--- config.mk ---
export PLATFORM = sky130hd
export DESIGN_NAME = tcb_gpio_irq_flat
export DESIGN_NICKNAME = d
export VERILOG_FILES = /design/src/rtl/tcb_gpio_irq_if.sv /design/src/rtl/tcb_gpio_irq.sv /design/src/flat_wrapper.sv
export SDC_FILE = /design/constraint.sdc
export NUM_CORES = 1
export LEC_CHECK = 0
export BUFFER_PORTS_ARGS = -buffer_cell sky130_fd_sc_hd__buf_2
export CORE_MARGIN = 5
export CORE_UTILIZATION = 31
export CTS_CLUSTER_SIZE = 14
export DETAILED_ROUTE_END_ITERATION = 6
export SETUP_SLACK_MARGIN = 0.4
export SLEW_MARGIN = 10
export SYNTH_ARGS = -nofsm -noshare
export SYNTH_HDL_FRONTEND = slang
export SYNTH_SLANG_ARGS = --single-unit
--- constraint.sdc ---
create_clock -name clk -period 1.68 [get_ports clk]
set_clock_uncertainty 0.1 [all_clocks]
set_input_delay 0.084 -clock clk [delete_from_list [all_inputs] [get_ports clk]]
set_output_delay 0.084 -clock clk [all_outputs]
set_load 0.005 [all_outputs]
--- src/rtl/tcb_gpio_irq_if.sv ---
// -----------------------------------------------------------------------------
// tcb_if : TCB bus interface bundle shared by managers and subordinates.
//
// Parameters
//   AW  : address width
//   DW  : data width
//   DLY : read response latency in clock cycles
//
// Ports
//   clk : bus clock, the only clock of anything attached to this bus
//   rst : synchronous active-high reset
//
// Members
//   trn : transfer request
//   wen : write enable (1 = write, 0 = read)
//   adr : byte address
//   wdt : write data
//   rdt : read data, valid DLY cycles after the request
//   rdy : subordinate ready
//   err : subordinate error
// -----------------------------------------------------------------------------
interface tcb_if #(
    parameter int unsigned AW  = 32,
    parameter int unsigned DW  = 32,
    parameter int unsigned DLY = 1
)(
    input logic clk,
    input logic rst
);

    logic          trn;
    logic          wen;
    logic [AW-1:0] adr;
    logic [DW-1:0] wdt;
    logic [DW-1:0] rdt;
    logic          rdy;
    logic          err;

    modport man (
        input  clk,
        input  rst,
        output trn,
        output wen,
        output adr,
        output wdt,
        input  rdt,
        input  rdy,
        input  err
    );

    modport sub (
        input  clk,
        input  rst,
        input  trn,
        input  wen,
        input  adr,
        input  wdt,
        output rdt,
        output rdy,
        output err
    );

endinterface : tcb_if

--- src/rtl/tcb_gpio_irq.sv ---
// -----------------------------------------------------------------------------
// tcb_gpio_irq : GPIO edge-interrupt controller with a TCB register port.
//
// Samples an already-synchronized GPIO vector, detects per-pin rising and
// falling edges, latches enabled edges into a pending register and drives one
// level-sensitive interrupt line.
//
// Parameters
//   GW          : GPIO width, must not exceed tcb.DW
//   CFG_RSP_REG : registered read response, must be 1 (bus latency DLY=1)
//
// Ports
//   tcb    : TCB subordinate (clk, rst, trn, wen, adr, wdt in; rdt, rdy, err out)
//   gpio_i : GPIO input vector, synchronous to tcb.clk
//   irq    : interrupt request, level, active-high
//
// Register map (offset on adr[4:0], GW bits, zero-extended on read)
//   0x00 IE   : interrupt enable mask          RW
//   0x04 RISE : rising-edge select mask        RW
//   0x08 FALL : falling-edge select mask       RW
//   0x0C PEND : pending flags                  R / write-1-to-clear
//   0x10 STAT : current gpio_i                 RO
// -----------------------------------------------------------------------------
module tcb_gpio_irq #(
    parameter int unsigned GW          = 32,
    parameter bit          CFG_RSP_REG = 1'b1
)(
    tcb_if.sub             tcb,
    input  logic [GW-1:0]  gpio_i,
    output logic           irq
);

    localparam int unsigned DW = tcb.DW;

    localparam logic [4:0] OFF_IE   = 5'h00;
    localparam logic [4:0] OFF_RISE = 5'h04;
    localparam logic [4:0] OFF_FALL = 5'h08;
    localparam logic [4:0] OFF_PEND = 5'h0C;
    localparam logic [4:0] OFF_STAT = 5'h10;

    // -------------------------------------------------------------------------
    // Elaboration-time parameter checks
    // -------------------------------------------------------------------------
    generate
        if (GW > DW) begin : g_err_gw
            $error("tcb_gpio_irq: GW must not exceed tcb.DW");
        end
        if ((CFG_RSP_REG != 1'b1) || (tcb.DLY != 1)) begin : g_err_dly
            $error("tcb_gpio_irq: only a registered read response with tcb.DLY=1 is supported");
        end
    endgenerate

    // -------------------------------------------------------------------------
    // State
    // -------------------------------------------------------------------------
    logic [GW-1:0] r_ie;
    logic [GW-1:0] r_rise;
    logic [GW-1:0] r_fall;
    logic [GW-1:0] r_pend;
    logic [GW-1:0] r_gpio_d;
    logic          r_arm;
    logic [DW-1:0] r_rdt;

    // -------------------------------------------------------------------------
    // Bus decode
    // -------------------------------------------------------------------------
    logic          w_wr;
    logic          w_rd;
    logic [4:0]    w_off;
    logic [GW-1:0] w_wdt;
    logic [GW-1:0] w_clr;
    logic          w_unused;

    assign w_wr  = tcb.trn &  tcb.wen;
    assign w_rd  = tcb.trn & ~tcb.wen;
    assign w_off = tcb.adr[4:0];
    assign w_wdt = tcb.wdt[GW-1:0];

    // Only the low address bits and the low GW data bits are decoded.
    assign w_unused = ^{tcb.adr, tcb.wdt};

    // Write-1-to-clear mask for the pending register.
    assign w_clr = (w_wr && (w_off == OFF_PEND)) ? w_wdt : '0;

    // -------------------------------------------------------------------------
    // Per-pin edge detection and pending update
    // -------------------------------------------------------------------------
    logic [GW-1:0] w_rise;
    logic [GW-1:0] w_fall;
    logic [GW-1:0] w_set;
    logic [GW-1:0] w_pend_next;

    genvar gi;
    generate
        for (gi = 0; gi < GW; gi++) begin : g_pin
            // Edges are suppressed until the first cycle after reset release so
            // pins already high while in reset do not look like rising edges.
            assign w_rise[gi] = r_arm &  gpio_i[gi] & ~r_gpio_d[gi];
            assign w_fall[gi] = r_arm & ~gpio_i[gi] &  r_gpio_d[gi];

            // Uses the masks as registered before any write in this cycle.
            assign w_set[gi]  = r_ie[gi] & ((r_rise[gi] & w_rise[gi]) |
                                            (r_fall[gi] & w_fall[gi]));

            // A new edge wins over a simultaneous clear of the same bit.
            assign w_pend_next[gi] = (r_pend[gi] & ~w_clr[gi]) | w_set[gi];
        end
    endgenerate

    // -------------------------------------------------------------------------
    // Read data mux
    // -------------------------------------------------------------------------
    logic [DW-1:0] w_rdata;

    always_comb begin
        w_rdata = '0;
        case (w_off)
            OFF_IE:   w_rdata[GW-1:0] = r_ie;
            OFF_RISE: w_rdata[GW-1:0] = r_rise;
            OFF_FALL: w_rdata[GW-1:0] = r_fall;
            OFF_PEND: w_rdata[GW-1:0] = r_pend;
            OFF_STAT: w_rdata[GW-1:0] = gpio_i;
            default:  w_rdata         = '0;
        endcase
    end

    // -------------------------------------------------------------------------
    // Sequential logic
    // -------------------------------------------------------------------------
    always_ff @(posedge tcb.clk) begin
        if (tcb.rst) begin
            r_ie     <= '0;
            r_rise   <= '0;
            r_fall   <= '0;
            r_pend   <= '0;
            r_gpio_d <= '0;
            r_arm    <= 1'b0;
            r_rdt    <= '0;
        end else begin
            r_gpio_d <= gpio_i;
            r_arm    <= 1'b1;
            r_pend   <= w_pend_next;

            if (w_wr) begin
                case (w_off)
                    OFF_IE:   r_ie   <= w_wdt;
                    OFF_RISE: r_rise <= w_wdt;
                    OFF_FALL: r_fall <= w_wdt;
                    default:  ;
                endcase
            end

            // Read data holds across writes and idle cycles.
            if (w_rd) begin
                r_rdt <= w_rdata;
            end
        end
    end

    // -------------------------------------------------------------------------
    // Outputs
    // -------------------------------------------------------------------------
    assign irq     = |(r_pend & r_ie);
    assign tcb.rdt = r_rdt;
    assign tcb.rdy = 1'b1;
    assign tcb.err = 1'b0;

endmodule : tcb_gpio_irq

--- src/flat_wrapper.sv ---
// flat-port wrapper written by rule: the top's interface ports become plain ports
module tcb_gpio_irq_flat 
#(
    parameter int unsigned GW          = 32,
    parameter bit          CFG_RSP_REG = 1'b1
)
  (gpio_i, irq, clk, rst, tcb_trn, tcb_wen, tcb_adr, tcb_wdt, tcb_rdt, tcb_rdy, tcb_err);
  tcb_if #(.AW(32), .DW(32), .DLY(1)) tcb_i (.clk(clk), .rst(rst));
  input  logic [GW-1:0] gpio_i;
  output logic irq;
  input wire logic clk;
  input wire logic rst;
  input wire logic [$bits(tcb_i.trn)-1:0] tcb_trn;
  input wire logic [$bits(tcb_i.wen)-1:0] tcb_wen;
  input wire logic [$bits(tcb_i.adr)-1:0] tcb_adr;
  input wire logic [$bits(tcb_i.wdt)-1:0] tcb_wdt;
  output wire logic [$bits(tcb_i.rdt)-1:0] tcb_rdt;
  output wire logic [$bits(tcb_i.rdy)-1:0] tcb_rdy;
  output wire logic [$bits(tcb_i.err)-1:0] tcb_err;
  assign tcb_i.trn = tcb_trn;
  assign tcb_i.wen = tcb_wen;
  assign tcb_i.adr = tcb_adr;
  assign tcb_i.wdt = tcb_wdt;
  assign tcb_rdt = tcb_i.rdt;
  assign tcb_rdy = tcb_i.rdy;
  assign tcb_err = tcb_i.err;
  tcb_gpio_irq #(.GW(GW), .CFG_RSP_REG(CFG_RSP_REG)) u_core (.tcb(tcb_i), .gpio_i(gpio_i), .irq(irq));
endmodule
# [Yosys cells after proc, flatten, opt, wreduce, memory -nomap -nowiden]
# Cells that the tools add are included.
[classes] n_reduce_logical=6 n_bitwise=420 n_eq_ne=4 n_mux=3
[ops] operator="1-bit AND" n=258
[ops] operator="32-bit case mux with 5 select lines" n=1
[ops] operator="1-bit inverter" n=97
[ops] operator="1-bit OR" n=64
[ops] operator="32-bit AND" n=1
[ops] operator="32-bit two-way mux" n=1
[ops] operator="32-bit OR reduction" n=1
[ops] operator="5-bit by 4-bit == test with 1-bit output, second input constant" n=2
[ops] operator="2-bit AND reduction" n=3
[ops] operator="5-bit by 3-bit == test with 1-bit output, second input constant" n=1
[ops] operator="5-bit == test, second input constant" n=1
[ops] operator="5-bit zero test" n=1
[ops] operator="1-bit logical AND" n=1
[ops] operator="1-bit two-way mux" n=1
[word_totals] inputBits=100 output_inout_bits=35 word_cells=440 reg_bits=193

# [Depth between registers and ports, before layout]
# Gate-level depths: netlist of run 1.
[logic_depth] word_depth=7 ltp_mapped=7 ltp_nobuf=3

# [Least setup slack after synthesis of run 1]
# Ideal clock, no wire load.
[synth_timing] path_type="input -> register" start="in tcb_adr[1]" end="reg u_core.r_pend[10]" setup_time_ns=0.132 cell_stages=6 n_path_buf=3 arrival_ns=1.302 path_slack_ns=0.146 required_ns=1.448 path_cell_list="buf_2 > or4b_1 > buf_2 > buf_6 > o31ai_2 > a21oi_1"
[synth_via] elab_chain_cells=6
[synth_rtl] element="start: declaration" line="flat_wrapper.sv:15" source="input wire logic [$bits(tcb_i.adr)-1:0] tcb_adr;"
[synth_rtl] element="5-bit by 4-bit == test with 1-bit output" line="tcb_gpio_irq.sv:83" source="assign w_clr = (w_wr && (w_off == OFF_PEND)) ? w_wdt : '0;"
[synth_rtl] element="1-bit logical AND" line="tcb_gpio_irq.sv:83"
[synth_rtl] element="32-bit two-way mux" line="tcb_gpio_irq.sv:83"
[synth_rtl] element="1-bit inverter" line="tcb_gpio_irq.sv:106" source="assign w_pend_next[gi] = (r_pend[gi] & ~w_clr[gi]) | w_set[gi];"
[synth_rtl] element="1-bit AND" line="tcb_gpio_irq.sv:106"
[synth_rtl] element="1-bit OR" line="tcb_gpio_irq.sv:106"
[synth_rtl] element="end signal: assignment" line="tcb_gpio_irq.sv:142" source="r_pend <= w_pend_next;"
[synth_rtl] element="end: declaration" line="tcb_gpio_irq.sv:59" source="logic [GW-1:0] r_pend;"
# No other way between the ends.
# A chain may end at the register's enable or synchronous reset.

# [Final worst setup path of run 1]
[layout_timing] start="reg u_core.r_pend[17]" end="out irq"
[layout_via] elab_chain_cells=2
[layout_rtl] element="32-bit AND" line="tcb_gpio_irq.sv:163" source="assign irq = |(r_pend & r_ie);"
[layout_rtl] element="32-bit OR reduction" line="tcb_gpio_irq.sv:163"
[layout_rtl] element="end: declaration" line="flat_wrapper.sv:10" source="output logic irq;"
# No other way between the ends.

==> run summary, run 1 <==
The largest net degree at the start of global routing is 64. The largest total area in the synthesized netlist belongs to sky130_fd_sc_hd__dfxtp_1. In the routed design, unresolved DRC markers number 0. The slew of the pin with the lowest slew margin is 1.06 ns. The final number of setup-violating endpoints is 1. The total negative slack for setup checks came out at -0.343 ns. The data required time of the worst path came out at 1.50 ns. Before antenna repair, the detailed router went through 6 iterations. The worst hold path endpoint is u_core.r_gpio_d[22]. In this run the biggest area consumer among cell types represents 37.9% of the synthesized area.

Yosys printed 0 warnings. The number of sinks handled by clock tree synthesis is 193. Yosys attributes the largest share of cell area to sky130_fd_sc_hd__dfxtp_1 (38%), sky130_fd_sc_hd__and3b_1 (11%), sky130_fd_sc_hd__a21oi_1 (6.3%). The slowest stage of the critical path belongs to the cell sky130_fd_sc_hd__or4_4. The worst setup path is launched from a register. The placed standard-cell area is 11800 um^2. The worst setup path is captured at a primary output. The post-route worst hold slack is 0.0349 ns. The sequential-to-total area share from yosys stat came out at 37.9%. The height of the die is 191 um. After the last flow step, the layout net total stands at 1408. The worst path arrival time came out at 1.84 ns. Setup repair after global routing could not meet its margin everywhere. The average footprint of a synthesized cell came out at 8.95 um^2. The static leakage came out at 0.00499 uW.

The total count of max-transition violations in the final report came out at 0. The worst-case vdd ir drop came out at 738 uV. The count of boundary I/O pins came out at 135. Counting I/O delays and the setup requirement, the final critical path takes 2.02 ns.

The number of vias after detailed routing came out at 10500. In this run the most critical hold path is launched from rst. Of all nets on the critical path, the largest fanout is 3. The worst register-to-register path has a depth of 4. The insertion delay to the later sink of the worst-skew pair came out at 0.44 ns. The remaining global-route overflow came out at 0.

The worst setup timing slack at the placement stage is -0.0647 ns. The sum of buffers and inverters on the critical path came out at 1. Dividing total power by cell area gives a power density of 766 nW/um^2. The number of hold-slack violations in the final timing report came to 0. Across every metal layer, demand over resource in global routing totals 20.4%. The endpoint identified for the worst register-to-register timing path is u_core.tcb.rdt[25]. In this run, CTS created clock tree buffers numbering 17. The wire-length estimate of the detail-placed layout is 24700 um. The synthesized netlist net count is 1240. Grouping stages by cell kind, the critical path spends the most delay in simple AND/OR/NAND/NOR gates. The placer congestion estimate is 0.840. The fraction of layout cells with a size suffix above 1 is 25.9%.

The final worst setup slack is -0.343 ns. The count of mapped cells out of synthesis came out at 1140. The width of the chip is 191 um. The signal on the critical path passes through a22oi_1, nand4_1, or4_4, buf_6. TritonCTS built the clock tree. The die area is 36700 um^2.

The share of the cycle needed by the critical path after routing is 120%. The post-layout instance area came out at 13300 um^2. The critical path is of the reg2out type. The sum of routed wire length over all layers came out at 39000 um. The via count of the first global-routing pass is 9984. The max-cap violation count is 0. The path category of the worst min-delay check is in2reg.

The maximum frequency from static timing analysis is 0.494 GHz. The maximum buffer depth of the clock tree is 2. Counting instances, the worst hold path has a depth of 3. The headroom to the max-slew limit is 29.3%.

The launching point of the worst reg2reg path is u_core.r_ie[25]. Once the floorplan was initialized, standard cells occupied 31.4% of the core. The number of standard-cell rows in the floorplan is 66. The area growth from synthesis to layout is 30.6%. The clock transition at the registers of the reported paths is 0.07 ns. The H-tree depth came out at 4.

The final antenna diode count is 0. The delay of the slowest cell on the worst path came out at 0.58 ns. The via count normalized by instance count is 5.93.

In this run the remaining antenna-violating nets after routing total 0. The flop and latch count out of synthesis is 193. The root buffer cell chosen for the clock tree is sky130_fd_sc_hd__clkbuf_16. Dividing the detail-routed wire length by the instance count gives 22.1 um.

The number of antenna violations at the first check in global routing came out at 1. For this block, the initial DRC count from the detailed router was 1053. After synthesis the cells add up to 10200 um^2. The flow ran to the end, but the final reports show violations. Port buffering added 105 buffers. The final reports fail on negative setup slack.

The first global-routing pass estimated 59100 um of wire. The post-synthesis cell type count came out at 33. The register-to-register path setup slack came out at 0.45 ns.

The placeable core area is 32500 um^2.
-- how the worst max path moves through the flow --
| stage | start | end | depth (start not counted) | slack (ns) |
|---|---|---|---|---|
| finish | u_core.r_pend[17] | irq | 4 | -0.34 |
| floorplan | tcb_adr[4] | u_core.r_pend[10] | 6 | 0.21 |
| global placement | u_core.r_pend[29] | irq | 4 | -0.06 |
| global route | u_core.r_ie[29] | irq | 4 | -0.40 |
| CTS | u_core.r_ie[25] | irq | 4 | -0.37 |
| detailed placement | tcb_adr[4] | u_core.r_pend[31] | 5 | -0.06 |
-- synthesized netlist by cell type --
cell and n:
sky130_fd_sc_hd__dfxtp_1 193, sky130_fd_sc_hd__a21oi_1 128, sky130_fd_sc_hd__and3b_1 128, sky130_fd_sc_hd__clkbuf_1 99, sky130_fd_sc_hd__nand3_1 96, sky130_fd_sc_hd__a22oi_1 80, sky130_fd_sc_hd__nand4_1 68, sky130_fd_sc_hd__o31ai_1 66
sky130_fd_sc_hd__o21ai_0 64, sky130_fd_sc_hd__a311oi_1 32, sky130_fd_sc_hd__mux2_2 32, sky130_fd_sc_hd__nor2b_1 32, sky130_fd_sc_hd__o211ai_1 32, sky130_fd_sc_hd__o31ai_2 30, sky130_fd_sc_hd__buf_2 26, sky130_fd_sc_hd__buf_6 10
sky130_fd_sc_hd__buf_4 5, sky130_fd_sc_hd__conb_1 2, sky130_fd_sc_hd__nor4b_2 2, sky130_fd_sc_hd__or4_1 2, sky130_fd_sc_hd__and2_1 1, sky130_fd_sc_hd__and4b_1 1, sky130_fd_sc_hd__buf_1 1, sky130_fd_sc_hd__clkinv_1 1
sky130_fd_sc_hd__inv_1 1, sky130_fd_sc_hd__nand2_1 1, sky130_fd_sc_hd__nand2b_1 1, sky130_fd_sc_hd__nand4b_1 1, sky130_fd_sc_hd__nor3_2 1, sky130_fd_sc_hd__nor4_4 1, sky130_fd_sc_hd__o21ai_1 1, sky130_fd_sc_hd__or3_1 1
sky130_fd_sc_hd__or4b_1 1
-- placed cells by master, fill, tap and decap left out, types with 7 or more instances in the layout --
cell type,n
sky130_fd_sc_hd__a22oi_1,70
sky130_fd_sc_hd__nand4_1,68
sky130_fd_sc_hd__o211ai_1,32
sky130_fd_sc_hd__nand3_1,96
sky130_fd_sc_hd__a22oi_2,10
sky130_fd_sc_hd__buf_12,27
sky130_fd_sc_hd__o21ai_0,64
sky130_fd_sc_hd__a21oi_1,128
sky130_fd_sc_hd__and3b_1,128
sky130_fd_sc_hd__o31ai_1,65
sky130_fd_sc_hd__clkbuf_16,19
sky130_fd_sc_hd__buf_4,84
sky130_fd_sc_hd__dfxtp_2,7
sky130_fd_sc_hd__o31ai_2,31
sky130_fd_sc_hd__dfxtp_1,186
sky130_fd_sc_hd__nor2b_1,32
sky130_fd_sc_hd__a311oi_1,31
sky130_fd_sc_hd__buf_2,102
sky130_fd_sc_hd__dlygate4sd3_1,71
sky130_fd_sc_hd__mux2_2,32
-- report_power, final --
| part | internal [uW] | leakage, uW | switching, uW |
|---|---|---|---|
| registers | 4620 | 0.00157 | 24.9 |
| clock network | 2480 | 0.000304 | 1870 |
| logic | 467 | 0.00312 | 752 |
-- metal layers --
metal,wire length (um),up-vias,GRT usage (%)
met4,1070,0,7.18
li1,-,4785,-
met5,0,-,0
met3,2830,85,3.40
met1,16700,5081,27.4
met2,18300,499,33.1
-- cells by family (layout without fill, tap and decap cells) --
family	Yosys count	count (layout)	share of synthesized area, %
compound gates	433	433	29.0
simple gates	337	337	23.1
other cells	2	2	0.0736
mux	32	32	3.53
buf+inv	143	324	6.50
flops	193	193	37.9
-- worst reg2reg max path: cells and delay by family (launching register included) --
kind | cells | cell delay, ns
buf+inv | 1 | 0.14
mux | 1 | 0.26
flops | 1 | 0.34
compound gates | 2 | 0.24
-- per-stage QoR --
| step | utilization, % | total power (uW) | instances |
|---|---|---|---|
| after global routing | 41.0 | 10500 | 1763 |
| after CTS | 40.6 | 10200 | 1759 |
| after floorplan | - | 5290 | 1140 |
| after global placement | 36.4 | 5800 | 1655 |
| final | 41.0 | 10200 | 1763 |
| after detailed placement | 36.4 | 5800 | 1655 |
-- state kept, by name (all words and copies together) (netlist names) --
register         flops
u_core.r_fall       32
u_core.r_gpio_d     32
u_core.r_ie         32
u_core.r_pend       32
u_core.r_rise       32
u_core.tcb.rdt      32
u_core.r_arm         1
-- layout make-up --
type                    instances  area [um^2]
fillers                      3285        19200
multi-input cells             804         5790
flip-flops and latches        193         3870
repair buffers                290         2490
well taps                     442          553
clock buffers                  21          470
clock inverters                11          151
inverters                       2         8.76
-- repair_timing --
item | 4_1_cts | 5_1_grt
setup endpoints to repair | 1 | 37
endpoints found under the hold margin | 166 | 0
hold buffers | 72 | 0
gates resized for setup | 11 | 11
gates cloned | 0 | 2
buffers inserted | 0 | 2
pin swaps | 5 | 6
No activity file was read; power rests on OpenSTA's default activity.
==> run 2, diff against run 1 <==
--- a/config.mk
+++ b/config.mk
@@ -6,7 +6,7 @@
 export NUM_CORES = 1
 export LEC_CHECK = 0
 export BUFFER_PORTS_ARGS = -buffer_cell sky130_fd_sc_hd__buf_2
-export CORE_MARGIN = 5
+export CORE_MARGIN = 1.5
 export CORE_UTILIZATION = 31
 export CTS_CLUSTER_SIZE = 14
 export DETAILED_ROUTE_END_ITERATION = 6
==> run summary, run 2 (same netlist as run 1, synthesis figures left out) <==
The post-detailed-route DRC marker count is 0 (unchanged). The final worst setup slack came to -0.312 ns (was -0.343 ns). The total power of the final layout came out at 9940 uW (was 10200 uW). The placeable core area is 32500 um^2 (about the same).

The number of iterations in the first detailed-routing pass was 7 (was 6). The leading cell type in the layout, fill and taps excluded is sky130_fd_sc_hd__dfxtp_1 (unchanged). The count of boundary I/O pins came to 135 (unchanged). The register-to-register path setup slack came out at 0.45 ns (about the same). The endpoint of the lowest-slack register-to-register path is u_core.tcb.rdt[2] (was u_core.tcb.rdt[25]).

The initial core utilization is 31.5% (was 31.4%). The TritonCTS clock tree is yes (unchanged). The number of cell instances on the worst register-to-register path is 4 (unchanged). The maximum frequency from static timing analysis is 0.502 GHz (was 0.494 GHz).

The width of the chip is 184 um (was 191 um). The CTS buffer count is 17 (unchanged). The final number of setup-violating endpoints came out at 1 (unchanged). The DRC marker count from the first detailed-route iteration was 1121 (was 1053). The layout overhead on the synthesized area is 30.0% (was 30.6%). The insertion delay to the later sink of the worst-skew pair is 0.44 ns (about the same). The number of standard-cell rows in the floorplan came out at 66 (unchanged). The start-to-end type of the worst setup path is reg2out (unchanged).

The number of antenna violations at the first check in global routing is 2 (was 1). The via count of the first global-routing pass is 9910 (was 9984). The critical path capture point is irq (unchanged). The remaining antenna violation count after routing came out at 0 (unchanged). The critical path startpoint is u_core.r_pend[25] (was u_core.r_pend[17]). The critical path launch point type is a register (unchanged). The total number of nets in the final design came out at 1410 (was 1408). The H-tree depth is 4 (unchanged). The maximum buffer depth of the clock tree came out at 2 (unchanged).

Cells along the critical path: a22oi_2, nand4_1, or4_4, buf_2 (was a22oi_1, nand4_1, or4_4, buf_6). The clock transition at the registers of the reported paths is 0.07 ns (about the same). The remaining global-route overflow came out at 0 (unchanged).

The power per cell area came out at 749 nW/um^2 (was 766 nW/um^2). Violations in the final reports: negative setup slack (unchanged). The data required time of the worst path is 1.50 ns (about the same).

The height of the die is 184 um (was 191 um). The detailed placer's ending HPWL came out at 24900 um (was 24700 um). Setup repair after global routing missed its margin: true (unchanged). The worst-case vdd ir drop was 729 uV (was 738 uV). The share of the cycle needed by the critical path after routing came out at 119% (was 120%). The max-cap violation count came out at 0 (unchanged). The worst path arrival time came out at 1.81 ns (was 1.84 ns). The count of port buffers added during placement came out at 105 (unchanged). The launching point of the worst reg2reg path is u_core.r_ie[2] (was u_core.r_ie[25]). The total count of max-transition violations in the final report came out at 0 (unchanged). The endpoint kind of the worst setup timing path is a primary output (unchanged). The sum of routed wire length over all layers came to 37900 um (was 39000 um). The cell type of the slowest stage on the worst timing path is sky130_fd_sc_hd__or4_4 (unchanged).

The number of sinks handled by clock tree synthesis is 193 (unchanged). The wire length of the first global-routing pass came to 59000 um (was 59100 um). The root buffer cell is sky130_fd_sc_hd__clkbuf_16 (unchanged). The die area is 34000 um^2 (was 36700 um^2). The static leakage was 0.00494 uW (was 0.00499 uW). The delay of the slowest cell on the worst path came out at 0.55 ns (was 0.58 ns). Leading cell types in the layout, fill and taps excluded: sky130_fd_sc_hd__dfxtp_1 (185), sky130_fd_sc_hd__and3b_1 (128), sky130_fd_sc_hd__a21oi_1 (128), sky130_fd_sc_hd__buf_2 (103), sky130_fd_sc_hd__nand3_1 (96) (was sky130_fd_sc_hd__dfxtp_1 (186), sky130_fd_sc_hd__and3b_1 (128), sky130_fd_sc_hd__a21oi_1 (128), sky130_fd_sc_hd__buf_2 (102), sky130_fd_sc_hd__nand3_1 (96)). Outcome: finished, violations left (unchanged). The average detailed-routed wire length per instance came out at 21.5 um (was 22.1 um). The number of vias after detailed routing is 10500 (about the same). The total negative slack for setup checks came out at -0.312 ns (was -0.343 ns). The placer congestion estimate is 0.848 (was 0.840). The largest net degree at the start of global routing is 65 (was 64). The fraction of layout cells with a size suffix above 1 is 26.4% (was 25.9%). The minimum clock period after layout is 1.99 ns (was 2.02 ns).

The number of hold-slack violations in the final timing report came out at 0 (unchanged). The overall global routing resource usage came out at 22.4% (was 20.4%). The path category of the worst min-delay check was in2reg (unchanged). The via count normalized by instance count came out at 5.92 (was 5.93). The maximum fanout count along the critical path is 2 (was 3).
run 2: cell types whose count changed in the layout (fill, tap and decap cells not counted), moves of 2 or more:
cell / previous run / this run
sky130_fd_sc_hd__clkbuf_8: 3 / 0
sky130_fd_sc_hd__clkinvlp_4: 1 / 3
sky130_fd_sc_hd__a22oi_2: 10 / 15
sky130_fd_sc_hd__diode_2: 0 / 2
sky130_fd_sc_hd__o31ai_2: 31 / 33
sky130_fd_sc_hd__buf_6: 3 / 7
sky130_fd_sc_hd__clkbuf_16: 19 / 17
sky130_fd_sc_hd__buf_12: 27 / 24
sky130_fd_sc_hd__o31ai_1: 65 / 63
sky130_fd_sc_hd__buf_4: 84 / 86
sky130_fd_sc_hd__a22oi_1: 70 / 65
run 2: how the worst min path moves through the flow:
stage / startpoint / end / slack, ns / depth (start not counted)
global route: rst / u_core.r_arm / 0.03 / 3
global placement: gpio_i[25] / u_core.r_gpio_d[25] / 0.23 / 2
detailed placement: gpio_i[28] / u_core.r_gpio_d[28] / 0.23 / 2
floorplan: gpio_i[0] / u_core.r_gpio_d[0] / 0.11 / 1
CTS: rst / u_core.r_arm / 0.01 / 3
finish: rst / u_core.r_arm / 0.02 / 3
run 2: final cells by class:
cell class | instances | area (um^2)
Sequential cell | 193 | 3870
Timing Repair Buffer | 292 | 2440
Tap cell | 442 | 553
Clock inverter | 12 | 136
Clock buffer | 19 | 433
Inverter | 2 | 8.76
Fill cell | 3221 | 19200
Multi-Input combinational cell | 804 | 5820
Antenna cell | 2 | 5.00
run 2: through the flow:
stage	instances	setup WS, ns	utilization, %	area, um^2	hold slack [ns]
after global placement	1659	-0.0993	36.4	11800	0.231
after detailed placement	1659	-0.114	36.4	11800	0.234
final	1766	-0.312	40.9	13300	0.0235
after global routing	1766	-0.349	40.9	13300	0.0348
after floorplan	1140	0.207	-	10300	0.112
after CTS	1764	-0.342	40.6	13200	0.0143
run 2: what timing repair did:
item | in CTS | in global routing
setup endpoints to repair | 19 | 22
hold endpoints to repair | 166 | 0
setup buffers | 1 | 0
resized for setup | 12 | 21
pin swaps | 1 | 4
hold buffers | 73 | 0
run 2: per-layer routing:
metal / global-route usage, % / wire length, um
met1: 30.9 / 16700
met2: 35.3 / 17500
met3: 2.90 / 2610
met4: 8.46 / 1080
met5: 0 / 0
run 2: critical path, delay by kind of cell, from the launching register on:
kind | cells | cell delay, ns
AND/OR/NAND/NOR | 2 | 0.68
flip-flops | 1 | 0.32
AO/OA/AOI/OAI | 1 | 0.23
buffers and inverters | 1 | 0.15
run 2: power by group:
part / internal (uW) / switching, uW / leakage (uW) / total, uW
clock network: 2200 / 1900 / 0.000270 / 4100
registers: 4620 / 24.8 / 0.00157 / 4650
logic: 458 / 739 / 0.00310 / 1200
total: 7280 / 2660 / 0.00494 / 9940
==> run 3, diff against run 2 <==
--- a/config.mk
+++ b/config.mk
@@ -10,6 +10,7 @@
 export CORE_UTILIZATION = 31
 export CTS_CLUSTER_SIZE = 14
 export DETAILED_ROUTE_END_ITERATION = 6
+export MAX_ROUTING_LAYER = met4
 export SETUP_SLACK_MARGIN = 0.4
 export SLEW_MARGIN = 10
 export SYNTH_ARGS = -nofsm -noshare
==> run summary, run 3 (same netlist as run 1, synthesis figures left out) <==
The H-tree depth was 4 (unchanged). The average detailed-routed wire length per instance came out at 21.5 um (about the same). The register-to-register path setup slack came out at 0.44 ns (was 0.45 ns). The path category of the worst min-delay check is in2reg (unchanged). The die area is 34000 um^2 (unchanged).

The data required time of the worst path was 1.50 ns (about the same). The root buffer cell was sky130_fd_sc_hd__clkbuf_16 (unchanged). The width of the chip came out at 184 um (unchanged).

The number of antenna violations at the first check in global routing came to 2 (unchanged). The via count of the first global-routing pass is 9906 (was 9910). The layout overhead on the synthesized area is 30.0% (about the same). The share of the cycle needed by the critical path after routing is 119% (about the same). The overall global routing resource usage came out at 23.0% (was 22.4%). Setup repair after global routing missed its margin: true (unchanged).

The total number of nets in the final design is 1410 (unchanged). The max-cap violation count is 0 (unchanged). The number of iterations in the first detailed-routing pass came out at 5 (was 7). The start-to-end type of the worst setup path is reg2out (unchanged).

The launching point of the worst reg2reg path is u_core.r_ie[2] (unchanged). The number of vias after detailed routing came out at 10400 (was 10500). The core utilization of the finished layout is 40.9% (about the same). The count of boundary I/O pins is 135 (unchanged). The maximum buffer depth of the clock tree came to 2 (unchanged). The critical path capture point is irq (unchanged).

The maximum fanout count along the critical path came out at 2 (unchanged). Outcome: finished, violations left (unchanged). The placed standard-cell area was 11800 um^2 (unchanged). The TritonCTS clock tree is yes (unchanged). The post-route worst hold slack came out at 0.0131 ns (was 0.0235 ns). The final number of setup-violating endpoints is 1 (unchanged).

The remaining antenna violation count after routing is 0 (unchanged). The maximum frequency from static timing analysis is 0.500 GHz (was 0.502 GHz). The remaining global-route overflow is 0 (unchanged). The number of sinks handled by clock tree synthesis came out at 193 (unchanged). The minimum clock period after layout came out at 2.00 ns (was 1.99 ns).

The worst path arrival time came out at 1.82 ns (was 1.81 ns). The placer congestion estimate came out at 0.862 (was 0.848). The DRC marker count from the first detailed-route iteration is 1191 (was 1121). The number of cell instances on the worst register-to-register path is 4 (unchanged). The sum of routed wire length over all layers is 38100 um (was 37900 um). The clock transition at the registers of the reported paths came out at 0.07 ns (about the same). The critical path startpoint was u_core.r_pend[25] (unchanged). The via count normalized by instance count came to 5.89 (was 5.92). The count of port buffers added during placement is 105 (unchanged). The number of standard-cell rows in the floorplan came to 66 (unchanged). The leading cell type in the layout, fill and taps excluded is sky130_fd_sc_hd__dfxtp_1 (unchanged).

The largest net degree at the start of global routing came out at 65 (unchanged). The initial core utilization is 31.5% (unchanged). Violations in the final reports: negative setup slack (unchanged). The number of hold-slack violations in the final timing report is 0 (unchanged). The height of the die is 184 um (unchanged).

The final worst setup slack is -0.321 ns (was -0.312 ns). Leading cell types in the layout, fill and taps excluded: sky130_fd_sc_hd__dfxtp_1 (185), sky130_fd_sc_hd__and3b_1 (128), sky130_fd_sc_hd__a21oi_1 (128), sky130_fd_sc_hd__buf_2 (103), sky130_fd_sc_hd__nand3_1 (96) (unchanged). The post-detailed-route DRC marker count is 0 (unchanged). The critical path launch point type is a register (unchanged).

The static leakage is 0.00494 uW (unchanged). The insertion delay to the later sink of the worst-skew pair came out at 0.44 ns (about the same). The endpoint of the lowest-slack register-to-register path is u_core.tcb.rdt[2] (unchanged). The detailed placer's ending HPWL is 24900 um (unchanged).

The worst setup timing slack at the placement stage is -0.114 ns (unchanged). The endpoint kind of the worst setup timing path is a primary output (unchanged). The fraction of layout cells with a size suffix above 1 is 26.4% (unchanged).

The CTS buffer count is 17 (unchanged). The wire length of the first global-routing pass came out at 59000 um (about the same). The post-layout instance area is 13300 um^2 (about the same). The placeable core area came to 32500 um^2 (unchanged).

The total count of max-transition violations in the final report was 0 (unchanged). The power per cell area came out at 750 nW/um^2 (was 749 nW/um^2). The worst-case vdd ir drop is 735 uV (was 729 uV).
-- run 3: changes by cell type in the layout (fill, tap and decap cells not counted) --
cell / change
sky130_fd_sc_hd__diode_2: +1
-- run 3: repair_timing --
item                                    CTS  global route
cloned                                    0             0
hold buffers                             73             0
endpoints found under the setup margin   19            19
endpoints found under the hold margin   166             0
pin swaps                                 1             4
resized for setup                        12            21
buffers inserted                          1             0
-- run 3: critical path: stages, from the launching register on --
cell and delay, ns:
sky130_fd_sc_hd__dfxtp_1 0.32, sky130_fd_sc_hd__a22oi_2 0.22, sky130_fd_sc_hd__nand4_1 0.13, sky130_fd_sc_hd__or4_4 0.55, sky130_fd_sc_hd__buf_2 0.15
-- run 3: report_power, final --
group | internal [uW] | total, uW | switching (uW)
Sequential | 4620 | 4650 | 24.8
Clock | 2200 | 4100 | 1910
Combinational | 458 | 1200 | 740
-- run 3: stage by stage --
| stage | std cells | power [uW] | setup TNS [ns] |
|---|---|---|---|
| after floorplan | 1140 | 5290 | 0 |
| after global placement | 1659 | 5780 | -1.87 |
| after detailed placement | 1659 | 5780 | -2.10 |
| after CTS | 1764 | 9960 | -0.342 |
| after global routing | 1766 | 10300 | -0.351 |
| final | 1767 | 9950 | -0.321 |
-- run 3: per-layer routing --
layer / global-route usage, % / vias to the layer above / share of wire (%)
li1: - / 4779 / -
met1: 31.1 / 5109 / 45
met2: 35.2 / 457 / 46
met3: 3.04 / 63 / 6.5
met4: 8.23 / 0 / 2.6
met5: - / - / 0
-- run 3: layout make-up --
cell class | instances | area (um^2)
multi-input cells | 804 | 5820
clock inverters | 12 | 136
well taps | 442 | 553
clock buffers | 19 | 433
repair buffers | 292 | 2440
flip-flops and latches | 193 | 3870
fillers | 3223 | 19200
inverters | 2 | 8.76
diodes | 3 | 7.51
-- run 3: worst min-delay path by stage --
stage / cells past startpoint / to / slack (ns) / start
4_1_cts: 3 / u_core.r_arm / 0.01 / rst
5_1_grt: 3 / u_core.r_arm / 0.03 / rst
3_5_place_dp: 2 / u_core.r_gpio_d[28] / 0.23 / gpio_i[28]
6_report: 3 / u_core.r_arm / 0.01 / rst
3_3_place_gp: 2 / u_core.r_gpio_d[25] / 0.23 / gpio_i[25]
2_1_floorplan: 1 / u_core.r_gpio_d[0] / 0.11 / gpio_i[0]
